$ cat config.mk
export PLATFORM = sky130hd
export DESIGN_NAME = image_weight_engine
export DESIGN_NICKNAME = d
export VERILOG_FILES = /design/src/rtl/image_weight_engine.sv
export SDC_FILE = /design/constraint.sdc
export NUM_CORES = 2
export LEC_CHECK = 0
export BUFFER_PORTS_ARGS = -buffer_cell sky130_fd_sc_hd__buf_2
export CAP_MARGIN = 0
export CORE_AREA = 2 2 230 289
export DETAILED_ROUTE_END_ITERATION = 7
export DIE_AREA = 0 0 232 291
export PLACE_DENSITY_LB_ADDON = 0.12
export REMOVE_ABC_BUFFERS = 1
export SLEW_MARGIN = 0
export SYNTH_ARGS = -nofsm -noshare
export SYNTH_HDL_FRONTEND = slang
export SYNTH_SLANG_ARGS = --single-unit
export TNS_END_PERCENT = 30
$ cat constraint.sdc
create_clock -name clk -period 10.33 [get_ports clk]
set_input_delay 1.5495 -clock clk [delete_from_list [all_inputs] [get_ports clk]]
set_output_delay 1.5495 -clock clk [all_outputs]
set_load 0.005 [all_outputs]
$ cat src/rtl/image_weight_engine.sv
// Frame-level weighted channel reduction (e.g. RGB to grayscale) with its own read/write address FSM.
// Build option: define ROUND_NEAREST_EN for round-half-up instead of truncation before saturation.
module image_weight_engine #(
    parameter int IMAGE_HEIGHT      = 5,
    parameter int IMAGE_WIDTH       = 5,
    parameter int NUM_CHANNELS      = 3,
    parameter int DATA_COLOR_WIDTH  = 8,
    parameter int FIXED_POINT_WIDTH = 32,
    parameter int POINT_POSITION    = 16,
    parameter int ADDR_WIDTH        = 6
) (
    input  logic                                        clk,
    input  logic                                        rst,
    input  logic                                        start,
    input  logic [NUM_CHANNELS*FIXED_POINT_WIDTH-1:0]   scales,
    output logic                                        busy,
    output logic                                        done,
    output logic                                        rd_en,
    output logic [ADDR_WIDTH-1:0]                       rd_addr,
    input  logic [NUM_CHANNELS*DATA_COLOR_WIDTH-1:0]    rd_data,
    output logic                                        wr_en,
    output logic [ADDR_WIDTH-1:0]                       wr_addr,
    output logic [DATA_COLOR_WIDTH-1:0]                 wr_data,
    output logic [ADDR_WIDTH:0]                         sat_count
);
    // state | meaning
    // IDLE  | waiting for start
    // RUN   | one source read per cycle, addresses 0..N-1
    // DRAIN | reads finished, pipeline emptying
    // DONE  | one-cycle done pulse; a held start chains the next frame
    localparam int N_PIX  = IMAGE_HEIGHT * IMAGE_WIDTH;
    localparam int PROD_W = DATA_COLOR_WIDTH + FIXED_POINT_WIDTH;
    localparam int SUM_W  = PROD_W + $clog2(NUM_CHANNELS) + 1;
    localparam logic [ADDR_WIDTH-1:0] LAST_ADDR = ADDR_WIDTH'(N_PIX - 1);
    localparam logic [SUM_W-1:0] PIX_MAX = SUM_W'((1 << DATA_COLOR_WIDTH) - 1);
`ifdef ROUND_NEAREST_EN
    localparam logic [SUM_W-1:0] RND_BIAS = (POINT_POSITION > 0) ?
        (SUM_W'(1) << (POINT_POSITION > 0 ? POINT_POSITION - 1 : 0)) : '0;
`else
    localparam logic [SUM_W-1:0] RND_BIAS = '0;
`endif

    if (N_PIX > (1 << ADDR_WIDTH)) begin : g_addr_chk
        $error("image_weight_engine: IMAGE_HEIGHT*IMAGE_WIDTH exceeds 2**ADDR_WIDTH");
    end
    if (NUM_CHANNELS < 1 || NUM_CHANNELS > 8) begin : g_chan_chk
        $error("image_weight_engine: NUM_CHANNELS must be 1..8");
    end

    typedef enum logic [1:0] {S_IDLE, S_RUN, S_DRAIN, S_DONE} state_t;

    state_t                                 state_q, state_d;
    logic                                   busy_q, busy_d;
    logic                                   done_q, done_d;
    logic                                   rd_en_q, rd_en_d;
    logic [ADDR_WIDTH-1:0]                  rd_addr_q, rd_addr_d;
    logic [NUM_CHANNELS*FIXED_POINT_WIDTH-1:0] scales_q, scales_d;
    logic                                   data_vld_q, data_vld_d;
    logic [ADDR_WIDTH-1:0]                  data_addr_q, data_addr_d;
    logic [PROD_W-1:0]                      prod_q [NUM_CHANNELS];
    logic [PROD_W-1:0]                      prod_d [NUM_CHANNELS];
    logic                                   prod_vld_q, prod_vld_d;
    logic [ADDR_WIDTH-1:0]                  prod_addr_q, prod_addr_d;
    logic                                   wr_en_q, wr_en_d;
    logic [ADDR_WIDTH-1:0]                  wr_addr_q, wr_addr_d;
    logic [DATA_COLOR_WIDTH-1:0]            wr_data_q, wr_data_d;
    logic [ADDR_WIDTH:0]                    sat_count_q, sat_count_d;
    logic [SUM_W-1:0]                       sum_raw, sum_shift;
    logic                                   sum_sat;
    logic                                   accept;

    always_comb begin
        sum_raw = RND_BIAS;
        for (int c = 0; c < NUM_CHANNELS; c++) begin
            sum_raw = sum_raw + SUM_W'(prod_q[c]);
        end
        sum_shift = sum_raw >> POINT_POSITION;
        sum_sat   = sum_shift > PIX_MAX;
    end

    always_comb begin
        state_d     = state_q;
        busy_d      = busy_q;
        done_d      = 1'b0;
        rd_en_d     = 1'b0;
        rd_addr_d   = rd_addr_q;
        scales_d    = scales_q;
        data_vld_d  = rd_en_q;
        data_addr_d = rd_addr_q;
        for (int c = 0; c < NUM_CHANNELS; c++) begin
            prod_d[c] = PROD_W'(rd_data[c*DATA_COLOR_WIDTH +: DATA_COLOR_WIDTH])
                      * PROD_W'(scales_q[c*FIXED_POINT_WIDTH +: FIXED_POINT_WIDTH]);
        end
        prod_vld_d  = data_vld_q;
        prod_addr_d = data_addr_q;
        wr_en_d     = prod_vld_q;
        wr_addr_d   = wr_addr_q;
        wr_data_d   = wr_data_q;
        sat_count_d = sat_count_q;
        accept      = 1'b0;
        if (prod_vld_q) begin
            wr_addr_d = prod_addr_q;
            wr_data_d = sum_sat ? '1 : sum_shift[DATA_COLOR_WIDTH-1:0];
            if (sum_sat) begin
                sat_count_d = sat_count_q + (ADDR_WIDTH+1)'(1);
            end
        end
        case (state_q)
            S_IDLE: accept = start;
            S_RUN: begin
                if (rd_addr_q == LAST_ADDR) begin
                    state_d = S_DRAIN;
                end else begin
                    rd_en_d   = 1'b1;
                    rd_addr_d = rd_addr_q + ADDR_WIDTH'(1);
                end
            end
            // Leave once the final write is the only stage left, so done lands right after it.
            S_DRAIN: begin
                if (!data_vld_q && !prod_vld_q) begin
                    state_d = S_DONE;
                    done_d  = 1'b1;
                end
            end
            S_DONE: begin
                accept = start;
                if (!start) begin
                    state_d = S_IDLE;
                    busy_d  = 1'b0;
                end
            end
            default: state_d = S_IDLE;
        endcase
        if (accept) begin
            state_d     = S_RUN;
            busy_d      = 1'b1;
            rd_en_d     = 1'b1;
            rd_addr_d   = '0;
            scales_d    = scales;
            sat_count_d = '0;
        end
    end

    always_ff @(posedge clk) begin
        if (rst) begin
            state_q     <= S_IDLE;
            busy_q      <= 1'b0;
            done_q      <= 1'b0;
            rd_en_q     <= 1'b0;
            rd_addr_q   <= '0;
            scales_q    <= '0;
            data_vld_q  <= 1'b0;
            data_addr_q <= '0;
            for (int c = 0; c < NUM_CHANNELS; c++) prod_q[c] <= '0;
            prod_vld_q  <= 1'b0;
            prod_addr_q <= '0;
            wr_en_q     <= 1'b0;
            wr_addr_q   <= '0;
            wr_data_q   <= '0;
            sat_count_q <= '0;
        end else begin
            state_q     <= state_d;
            busy_q      <= busy_d;
            done_q      <= done_d;
            rd_en_q     <= rd_en_d;
            rd_addr_q   <= rd_addr_d;
            scales_q    <= scales_d;
            data_vld_q  <= data_vld_d;
            data_addr_q <= data_addr_d;
            for (int c = 0; c < NUM_CHANNELS; c++) prod_q[c] <= prod_d[c];
            prod_vld_q  <= prod_vld_d;
            prod_addr_q <= prod_addr_d;
            wr_en_q     <= wr_en_d;
            wr_addr_q   <= wr_addr_d;
            wr_data_q   <= wr_data_d;
            sat_count_q <= sat_count_d;
        end
    end

    assign busy      = busy_q;
    assign done      = done_q;
    assign rd_en     = rd_en_q;
    assign rd_addr   = rd_addr_q;
    assign wr_en     = wr_en_q;
    assign wr_addr   = wr_addr_q;
    assign wr_data   = wr_data_q;
    assign sat_count = sat_count_q;
endmodule
==> out/metrics.yaml <==
synth-edff-count: 0
vdd_drop_max_mv: 0.158
critPathArrivalTime_ns: 7.27
hold_class: "reg -> reg"
cts.clk_slew.worst_paths_ns: 0.07
async_flop_share_pct: 0
clock_latency_ns: 0.57
initial_core_util_pct: 52.5
wirelength_um: 83600
port_buffers: 153
synth_ff_type: "dfxtp_1"
regArea_mm2: 0.00527
grt_pass1_wl_um: 141000
die_y_um: 291
synth_xor_area_share_pct: 2.16
slowest_stage: "fa_1"
ctsResizeCount: 0
clock_skew_ns: 0.0239
synth_fa_ha_area_share_pct: 42.2
relSlewSlack_pct: 38.7
p_comb_share_pct: 60.3
syn_inst: 3842
grt-ovfl-total: 0
cts_buffers: 34
synth_top_family_by_area: "adder cells"
hold_violations: 0
crit_fanout: 32
drive_above_1_share_pct: 6.26
power_frac_seq_pct: 21.2
die_w_um: 232
vias: 25800
syn2layout_area_growth_pct: 7.61
gp_congestion: 0.870
cp-end-kind: "register"
p_sw_mw: 3.32
slew_violations: 0
synth_seq_cells: 263
p_int_mw: 3.80
cts_tree: "done"
top_layer_used: "met4"
ctsRootBufferMaster: "clkbuf_16"
fillers: 6159
synth_cell_types: 71
grt_antenna_before_repair: 0
grt_max_degree: 201
critPathMostFrequentCell: "fa_1"
wl_met3_um: 2500
cts.sinks: 263
hpwl_um: 64700
fin_crit_sh_pct: 65.8
yosysSeqAreaShare_pct: 15.4
crit_required_ns: 10.80
core-area_mm2: 0.0650
crit_path_max_incr_delay_ns: 0.57
power_density_mw_per_mm2: 194
setup_viol: 0
drt-met1-wl_um: 34600
dp_cells: 4709
period_needed_ns: 6.80
crit_path_start_kind: "input pin"
yosysWarnings: 0
fmax_ghz: 0.147
synth-simple-area-share_pct: 21.8
final_nets: 4817
path_cells: "buf_2 > and2_1 > fa_1 > fa_1 > fa_1 > fa_1 > ha_1 > a21o_1 > a21o_1 > a21oi_1 > o21ai_0 > or3_1 > a211oi_1 > nor4b_1 > o41ai_1 > o21ai_0 > mux2_2"
synth_compound_area_share_pct: 10.1
critPathKind: "in -> reg"
io_pins: 154
viasPerCell: 5.41
pwr-share-clk_pct: 18.5
htree_levels: 2
track_usage_pct: 26.1
instances_no_fill: 4771
syn_area_mm2: 0.0341
dr_wl_met2_um: 44000
sw_frac_of_total_pct: 46.7
rsz0062_at_grt: "false"
power.leakage_nw: 18.4
cts_setup_buffers: 0
dieArea_mm2: 0.0675
maxCapViolations: 0
clock_path_buffers: 3
ctsHoldBuffers: 0
antennaDiodeCount: 0
drtIter0Drc: 1101
synth_mux_area_share_pct: 0.700
drc: 0
status: "finished clean"
drtPass1Iterations: 5
multi_input_area_mm2: 0.0263
grt_pass1_vias: 27600
tightestPinTransition_ns: 0.919
postRouteAntennaNets: 0
post_drt_wl_per_cell_um: 17.5
avgSynthCellArea_um2: 8.88
fin_util_pct: 56.5
setup_tns_ns: 0
row_count: 105
## area by class of cell
class | count | area share, %
sequential | 263 | 14.3
clock inverter | 21 | 0.896
tap | 856 | 2.92
inverter | 533 | 5.45
timing repair buffer | 161 | 2.31
clock buffer | 41 | 2.47
multi-input combinational | 2896 | 71.6
## metal layers
layer  up-vias  GRT usage (%)
met2       420           47.4
met4         0           8.08
met1     13000           32.3
met5         -              0
li1      12200              -
met3       150           2.56
## layout by cell type (no fill, tap or decap), drive strengths merged, types with 18 or more instances in the layout
cell type and count:
xnor2 50, ha 226, a21o 60, a211oi 18
a21oi 227, buf 160, dfxtp 263, nor3 32
fa 579, clkbuf 42, nor2b 50, and3 22
nand4 18, inv 537, o21ai 73, nor2 162
and2 618, xor2 34, o21a 24, nand2 447
nand3 30
## per-stage QoR
stage	instance area, um2	total power [mW]	hold WS, ns	setup WS [ns]
floorplan	33600	4.62	0.414	3.89
global placement	35500	5.80	0.416	3.07
detailed placement	35500	5.85	0.426	2.96
CTS	36700	7.22	0.442	3.58
global route	36700	7.88	0.466	3.07
finish	36700	7.12	0.435	3.53
## power by group through the flow
stage / Clock [mW] / Combinational [mW] / Sequential [mW]
4_1_cts: 1.36 / 4.36 / 1.51
6_report: 1.32 / 4.29 / 1.51
3_5_place_dp: 0 / 4.32 / 1.53
5_1_grt: 1.39 / 4.95 / 1.54
3_3_place_gp: 0 / 4.27 / 1.53
2_1_floorplan: 0 / 3.23 / 1.38
## critical path: cells and delay by family
kind / cells / cell delay [ns]
adder cells (fa/ha/maj): 5 / 2.28
AO/OA/AOI/OAI: 7 / 1.88
AND/OR/NAND/NOR: 3 / 0.76
buffers and inverters: 1 / 0.51
multiplexers: 1 / 0.29
## Yosys cell counts, types with 5 or more instances
cell type | number | area (um2)
a2111oi_0 | 6 | 52.6
a211o_1 | 7 | 61.3
a211oi_1 | 18 | 135
a21boi_0 | 11 | 82.6
a21o_1 | 60 | 450
a21oi_1 | 226 | 1130
a221oi_1 | 5 | 43.8
a311oi_1 | 8 | 70.1
a31o_2 | 5 | 43.8
a31oi_1 | 15 | 93.8
and2_1 | 617 | 3860
and3_1 | 22 | 138
buf_1 | 10 | 37.5
clkbuf_1 | 138 | 518
dfxtp_1 | 263 | 5270
fa_1 | 579 | 11600
ha_1 | 226 | 2830
inv_1 | 532 | 2000
mux2_2 | 7 | 78.8
mux2i_1 | 16 | 160
nand2_1 | 447 | 1680
nand2b_1 | 15 | 93.8
nand3_1 | 30 | 150
nand4_1 | 18 | 113
nor2_1 | 162 | 608
nor2b_1 | 50 | 313
nor3_1 | 32 | 160
nor4_1 | 8 | 50.1
o211ai_1 | 5 | 37.5
o21a_1 | 24 | 180
o21ai_0 | 73 | 365
o21bai_1 | 16 | 120
o31a_1 | 7 | 61.3
o31ai_1 | 12 | 90.1
or2_2 | 5 | 31.3
or3_1 | 12 | 75.1
xnor2_1 | 50 | 438
xor2_1 | 34 | 298
## state kept, by name, indices dropped and copies added, names as in the netlist, 2 cells and up
name         count
prod_q         120
scales_q        96
wr_data          8
sat_count        7
data_addr_q      6
prod_addr_q      6
rd_addr          6
wr_addr          6
state_q          2
## logic make-up (layout without fill, tap and decap cells)
group,count (synthesis),in the layout
simple gates,1440,1440
fa+ha+maj,805,805
buf+inv,683,756
compound gates,544,544
flops,263,263
xor+xnor,84,84
mux,23,23
## worst paths after layout
check                                    start        endpoint  cells past startpoint  slack, ns
worst max-delay path               rd_data[11]   prod_q[0][79]                     17       3.53
worst min-delay path            data_addr_q[5]  prod_addr_q[5]                      1       0.43
worst min register to register  data_addr_q[5]  prod_addr_q[5]                      1       0.43
worst max register to register    scales_q[38]   prod_q[0][79]                     16       4.54
Power figures use the tool's default switching activity.
